$ cat src/rtl/if_fetch_unit.sv
// Instruction-fetch stage: credit-limited in-order imem reads, tagged with their PC and buffered for decode.
// Define IF_PERF_CNT_EN to add saturating stall/drop performance counters.
module if_fetch_unit #(
  parameter int unsigned DEPTH = 2,
  parameter int unsigned XLEN  = 32
) (
  input  logic            clk_i,
  input  logic            reset_i,
  input  logic            enable_design,
  input  logic [XLEN-1:0] pc_i,
  input  logic            pc_valid_i,
  output logic            stage_IF_ready,
  input  logic            flush_i,
  output logic            imem_req_o,
  output logic [XLEN-1:0] imem_addr_o,
  input  logic            imem_gnt_i,
  input  logic            imem_rvalid_i,
  input  logic [XLEN-1:0] imem_rdata_i,
  output logic [XLEN-1:0] inst_o,
  output logic [XLEN-1:0] inst_pc_o,
  output logic            inst_valid_o,
  input  logic            id_ready_i
`ifdef IF_PERF_CNT_EN
  ,
  output logic [31:0]     perf_stall_cnt_o,
  output logic [31:0]     perf_drop_cnt_o
`endif
);
  localparam int unsigned AW = (DEPTH > 1) ? $clog2(DEPTH) : 1;
  localparam int unsigned CW = AW + 1;
  localparam logic [CW:0] DEPTH_C = (CW+1)'(DEPTH);

  typedef enum logic {IDLE, REQ} state_e;

  state_e          state_q, state_d;
  logic [XLEN-1:0] req_addr_q, req_addr_d;

  logic [XLEN-1:0] tag_mem_q [DEPTH];
  logic [XLEN-1:0] tag_mem_d [DEPTH];
  logic [AW-1:0]   tag_wp_q, tag_wp_d, tag_rp_q, tag_rp_d;
  logic [CW-1:0]   tag_cnt_q, tag_cnt_d;

  logic [XLEN-1:0] ipc_mem_q [DEPTH];
  logic [XLEN-1:0] ipc_mem_d [DEPTH];
  logic [XLEN-1:0] idat_mem_q [DEPTH];
  logic [XLEN-1:0] idat_mem_d [DEPTH];
  logic [AW-1:0]   inst_wp_q, inst_wp_d, inst_rp_q, inst_rp_d;
  logic [CW-1:0]   inst_cnt_q, inst_cnt_d;

  logic [CW-1:0]   outstanding_q, outstanding_d;
  logic [CW-1:0]   drop_cnt_q, drop_cnt_d;

  logic accept, gnt, rsp, rsp_drop, rsp_keep, pop;
  logic tag_push, tag_pop, credit_ok;

  assign credit_ok      = ({1'b0, outstanding_q} + {1'b0, inst_cnt_q}) < DEPTH_C;
  assign stage_IF_ready = enable_design & ~flush_i & (state_q == IDLE) & credit_ok;
  assign accept         = pc_valid_i & stage_IF_ready;
  assign gnt            = (state_q == REQ) & imem_gnt_i;
  assign rsp            = imem_rvalid_i & (outstanding_q != '0);
  assign rsp_drop       = rsp & (drop_cnt_q != '0);
  assign rsp_keep       = rsp & (drop_cnt_q == '0);
  assign pop            = inst_valid_o & id_ready_i & enable_design;
  assign tag_push       = gnt & ~flush_i;
  // A dropped response pops a tag only while stale pre-flush tags remain at the head;
  // a request granted in the flush cycle has no tag, so this keeps later tags aligned.
  assign tag_pop        = rsp_keep | (rsp_drop & (tag_cnt_q > (outstanding_q - drop_cnt_q)));

  assign imem_req_o   = (state_q == REQ);
  assign imem_addr_o  = req_addr_q;
  assign inst_valid_o = (inst_cnt_q != '0);
  assign inst_o       = idat_mem_q[inst_rp_q];
  assign inst_pc_o    = ipc_mem_q[inst_rp_q];

  always_comb begin
    state_d       = state_q;
    req_addr_d    = req_addr_q;
    tag_mem_d     = tag_mem_q;
    tag_wp_d      = tag_wp_q;
    tag_rp_d      = tag_rp_q;
    ipc_mem_d     = ipc_mem_q;
    idat_mem_d    = idat_mem_q;
    inst_wp_d     = inst_wp_q;
    inst_rp_d     = inst_rp_q;
    inst_cnt_d    = inst_cnt_q;
    outstanding_d = outstanding_q + CW'(gnt) - CW'(rsp);
    drop_cnt_d    = drop_cnt_q - CW'(rsp_drop);

    if (flush_i) begin
      state_d = IDLE;
    end else if (accept) begin
      state_d    = REQ;
      req_addr_d = pc_i;
    end else if (gnt) begin
      state_d = IDLE;
    end

    if (tag_push) begin
      tag_mem_d[tag_wp_q] = req_addr_q;
      tag_wp_d            = tag_wp_q + AW'(1);
    end
    if (tag_pop) begin
      tag_rp_d = tag_rp_q + AW'(1);
    end
    tag_cnt_d = tag_cnt_q + CW'(tag_push) - CW'(tag_pop);

    if (flush_i) begin
      inst_wp_d  = '0;
      inst_rp_d  = '0;
      inst_cnt_d = '0;
      drop_cnt_d = outstanding_d;
    end else begin
      if (rsp_keep) begin
        ipc_mem_d[inst_wp_q]  = tag_mem_q[tag_rp_q];
        idat_mem_d[inst_wp_q] = imem_rdata_i;
        inst_wp_d             = inst_wp_q + AW'(1);
      end
      if (pop) begin
        inst_rp_d = inst_rp_q + AW'(1);
      end
      inst_cnt_d = inst_cnt_q + CW'(rsp_keep) - CW'(pop);
    end
  end

  always_ff @(posedge clk_i or negedge reset_i) begin
    if (!reset_i) begin
      state_q       <= IDLE;
      req_addr_q    <= '0;
      tag_wp_q      <= '0;
      tag_rp_q      <= '0;
      tag_cnt_q     <= '0;
      inst_wp_q     <= '0;
      inst_rp_q     <= '0;
      inst_cnt_q    <= '0;
      outstanding_q <= '0;
      drop_cnt_q    <= '0;
      for (int unsigned i = 0; i < DEPTH; i++) begin
        tag_mem_q[i]  <= '0;
        ipc_mem_q[i]  <= '0;
        idat_mem_q[i] <= '0;
      end
    end else begin
      state_q       <= state_d;
      req_addr_q    <= req_addr_d;
      tag_mem_q     <= tag_mem_d;
      tag_wp_q      <= tag_wp_d;
      tag_rp_q      <= tag_rp_d;
      tag_cnt_q     <= tag_cnt_d;
      ipc_mem_q     <= ipc_mem_d;
      idat_mem_q    <= idat_mem_d;
      inst_wp_q     <= inst_wp_d;
      inst_rp_q     <= inst_rp_d;
      inst_cnt_q    <= inst_cnt_d;
      outstanding_q <= outstanding_d;
      drop_cnt_q    <= drop_cnt_d;
    end
  end

`ifdef IF_PERF_CNT_EN
  logic [31:0] stall_cnt_q, stall_cnt_d;
  logic [31:0] pdrop_cnt_q, pdrop_cnt_d;

  always_comb begin
    stall_cnt_d = stall_cnt_q;
    pdrop_cnt_d = pdrop_cnt_q;
    if (pc_valid_i && enable_design && !stage_IF_ready && (stall_cnt_q != '1)) begin
      stall_cnt_d = stall_cnt_q + 32'd1;
    end
    if (rsp_drop && (pdrop_cnt_q != '1)) begin
      pdrop_cnt_d = pdrop_cnt_q + 32'd1;
    end
  end

  always_ff @(posedge clk_i or negedge reset_i) begin
    if (!reset_i) begin
      stall_cnt_q <= '0;
      pdrop_cnt_q <= '0;
    end else begin
      stall_cnt_q <= stall_cnt_d;
      pdrop_cnt_q <= pdrop_cnt_d;
    end
  end

  assign perf_stall_cnt_o = stall_cnt_q;
  assign perf_drop_cnt_o  = pdrop_cnt_q;
`endif

endmodule

$ cat config.mk
export PLATFORM = sky130hd
export DESIGN_NAME = if_fetch_unit
export DESIGN_NICKNAME = d
export VERILOG_FILES = /design/src/rtl/if_fetch_unit.sv
export SDC_FILE = /design/constraint.sdc
export NUM_CORES = 1
export LEC_CHECK = 0
export BUFFER_PORTS_ARGS = -buffer_cell sky130_fd_sc_hd__buf_2
export CORE_MARGIN = 2
export CORE_UTILIZATION = 44
export CTS_CLUSTER_DIAMETER = 50
export DETAILED_ROUTE_END_ITERATION = 8
export GPL_TIMING_DRIVEN = 0
export PLACE_DENSITY = 0.67
export SLEW_MARGIN = 20
export SYNTH_ARGS = -nofsm -noshare
export SYNTH_HDL_FRONTEND = slang
export SYNTH_SLANG_ARGS = --single-unit
$ cat constraint.sdc
create_clock -name clk_i -period 2.6 [get_ports clk_i]
set_input_delay 0.39 -clock clk_i [delete_from_list [all_inputs] [get_ports clk_i]]
set_output_delay 0.39 -clock clk_i [all_outputs]
set_load 0.005 [all_outputs]
==> impl_results.md <==
- DR iter-0 viols: 221
- HP Class: primary input to flop
- Worst-path clk slew: about 0.060 ns
- Crit Path Class: flop to flop
- Antenna diodes: 0
- Crit Reg-Reg Startpoint: drop_cnt_q[0]$_DFF_PN0_
- Most frequent cells in the layout: mux2_2, dfrtp_1, buf_2
- Slew Limit Fails: 0
- CP startpoint kind: flop
- CTS tree: done
- PwrDens: 1120 nW/um2
- Grt met2 use: 26.8%
- Die Height: approximately 160 um
- Setup crit end kind: flop
- Fin cells: 1195
- Final setup viols: 0
- Worst-Skew Late Latency: 0.51 ns
- Xor and xnor area share after synthesis: 0.918%
- Setup ws final: 0.111 ns
- Fin. Hold Viols: 0
- Layout cell share with drive strength beyond 1: between 60% and 70%
- Routability cong.: 0.713
- Placed Cells: 1146
- Reg2Reg Depth: 11
- Worst endpoint required time: 3.00 ns
- Seq/Total Area, Yosys: 56.5%
- # DRC: 0
- Die Area: around 25000 um2
- Average vias per placed instance: 4.94
- Row cnt: 56
- Reported leakage power: about 6.6 nW
- Place WS: 0.0156 ns
- Number of global-route vias before repair: 6073
- First-pass GRT wire length: 32700 um
- Worst hold start: pc_i[18]
- Crit path buffers/inverters: 1
- Synthesis Warnings: 0
- Synth Instances: 655
- Clock sink count: 237
- Mux contribution to synthesized area: 36.7%
- CTS max path bufs: 3
- Syn Nets: 738
- Register-to-register setup slack: 0.11 ns
- #FFs+latches synth: 237
- Worst-Margin Slew: a little under 0.8 ns
- Fillers: about 2000
- Total gr overflow: 0
- Synthesized area per cell: between 15 and 20 um2
- GRT Util Overall: 16.6%
- Reg2reg end: tag_cnt_q[1]$_DFF_PN0_
- Max-cap viol count: 0
- Yosys cell types: 34
- Initial Utilization: 44.7%
- Commonest non-fill, non-tap cell in the layout: mux2_2
- Initial antenna violation count: 0
- PortBufs: 170
- Horiz. Die Dim: approximately 160 um
- Met3 Track Usage GR: between 3 and 4%
- 1st-pass router iterations: 4
- Adder-cell share of the synthesized area: 1.38%
- Ports: 171
- Largest net degree at the start of global routing: 95
- Post-synthesis simple-gate area fraction: 1.32%
- Worst VDD drop: approximately 530 uV
- Layout Nets: about 940
- Slowest CP cell: dfrtp_1
- Crit Path Max Fanout: 5
- Unrepaired setup endpoints after global routing: yes
- Largest stage delay, worst path: 0.41 ns
- DR vias: between 5000 and 6000
- Max_slew headroom: 48.5%
- Hold path cells: 2
- Period utilization: 95.7%
- Layout area overhead: 21.4%
- Final Skew: 0.00966 ns
- Crit-path cells: ha_2 > xor2_1 > xnor2_1 > ha_1 > nor2b_1 > o311a_1 > ha_1 > inv_1 > ha_2 > xnor2_2 > xnor2_1
- Compound-Gate Fraction of Synth Area: less than 1%
- Min Clock Period, post-route: ~2.5 ns
- GRT Max-Usage Layer: met2
- Met1 usage: a little under a quarter
- Post-route core utilization: 54.3%
- Cts bufs inserted: 27
- Synthesized area: 10500 um2
- Wirelength, routed: between 20000 and 25000 um
- Status: finished clean
- Overall Power: 14.3 mW
- CTS Root Buffer Type: clkbuf_16
- Cell family with most CP delay: adder cells
- WL/cell: 17.5 um
- Detailed placement HPWL: approximately 14000 um
- Core box area: 23500 um2
- Routed Antenna Nets: 0
- Worst Hold Endpoint: imem_addr_o[18]$_DFFE_PN0P_
- CP arrival: 2.89 ns
- Maximum clock rate: roughly 0.40 GHz
- CTS H-tree lvls: 1
- Largest family of logic cells by synthesized area: multiplexers
per-stage QoR:
step                      hold slack [ns]  cell area (um2)  setup TNS, ns
after global placement              0.481            11700        -749.29
after detailed placement            0.355            11800              0
after CTS                          0.0755            12700              0
final                               0.102            12700              0
after floorplan                    0.0944            10500              0
after global routing               0.0876            12700        -0.0460
registers in the layout (all words and copies together) (netlist names), 2 cells and up:
| register | cells |
|---|---|
| idat_mem_q | 64 |
| tag_mem_q | 64 |
| imem_addr_o | 32 |
| tag_cnt_q | 2 |
| inst_cnt_q | 2 |
| outstanding_q | 2 |
| ipc_mem_q | 64 |
| drop_cnt_q | 2 |
what timing repair did:
action,CTS,global route
pin swaps,0,1
hold buffers,1,0
setup endpoints to repair,50,1
setup buffers,0,1
gates resized for setup,6,4
hold endpoints to repair,53,0
worst reg2reg max path, delay by kind of cell (launching register included):
family	cells	cell delay [ns]
simple gates	1	0.14
xor+xnor	4	0.52
flops	1	0.41
buf+inv	1	0.04
compound gates	1	0.33
fa+ha+maj	4	0.93
power breakdown:
group	switching [mW]	internal (mW)
logic	1.74	2.88
registers	0.854	5.08
clock network	1.45	2.27
total	4.04	10.2
cell type report:
cell class | instances | area (um2) | share of cell area (%)
Tap cell | 319 | 399 | 3.13
Timing Repair Buffer | 174 | 933 | 7.32
Buffer | 35 | 262 | 2.05
Inverter | 9 | 33.8 | 0.265
Multi-Input combinational cell | 374 | 4300 | 33.7
Clock buffer | 37 | 773 | 6.07
Sequential cell | 237 | 5930 | 46.5
Clock inverter | 10 | 118 | 0.923
cell families after synthesis:
logic type	after synthesis
muxes	322
DFF	237
buffers and inverters	44
and+or+nand+nor	23
xor gates and xnor gates	11
adders and majority gates	11
AOI/OAI and AO/OA	7
synth_stat cells (all sizes together):
| master | number | area (um2) |
|---|---|---|
| o21ai | 3 | 15.0 |
| nor2 | 5 | 18.8 |
| dfrtp | 237 | 5930 |
| or4 | 1 | 11.3 |
| fa | 1 | 20.0 |
| inv | 9 | 33.8 |
| o211a | 1 | 10.0 |
| nor3 | 1 | 5.00 |
| nand3 | 1 | 5.00 |
| nand3b | 1 | 7.51 |
| nand2 | 2 | 7.51 |
| nand2b | 1 | 6.26 |
| xor2 | 4 | 35.0 |
| or2 | 2 | 15.0 |
| nor4 | 1 | 6.26 |
| xnor2 | 7 | 61.3 |
| or3 | 1 | 7.51 |
| mux2 | 321 | 3840 |
| buf | 21 | 201 |
| mux2i | 1 | 10.0 |
| nor4b | 1 | 8.76 |
| nor2b | 2 | 12.5 |
| clkbuf | 14 | 52.6 |
| o211ai | 1 | 7.51 |
| nand4b | 1 | 8.76 |
| o311a | 1 | 10.0 |
| ha | 10 | 125 |
| and2 | 3 | 18.8 |
| a21oi | 1 | 5.00 |
how the worst max path moves through the flow:
stage / startpoint / endpoint / slack [ns] / cells past startpoint
finish: drop_cnt_q[0]$_DFF_PN0_ / tag_cnt_q[1]$_DFF_PN0_ / 0.11 / 11
global route: drop_cnt_q[0]$_DFF_PN0_ / tag_cnt_q[1]$_DFF_PN0_ / -0.05 / 11
CTS: outstanding_q[0]$_DFF_PN0_ / tag_cnt_q[1]$_DFF_PN0_ / 0.01 / 12
detailed placement: outstanding_q[0]$_DFF_PN0_ / tag_cnt_q[1]$_DFF_PN0_ / 0.02 / 12
global placement: reset_i / imem_addr_o[5]$_DFFE_PN0P_ / -3.18 / 1
floorplan: outstanding_q[0]$_DFF_PN0_ / tag_cnt_q[1]$_DFF_PN0_ / 0.19 / 12
metal layers:
metal,wire [um],up-vias
met2,9640,135
met5,0,-
met1,9880,3006
met3,1060,24
li1,-,2743
met4,270,0
No activity file was read; power rests on OpenSTA's default activity.
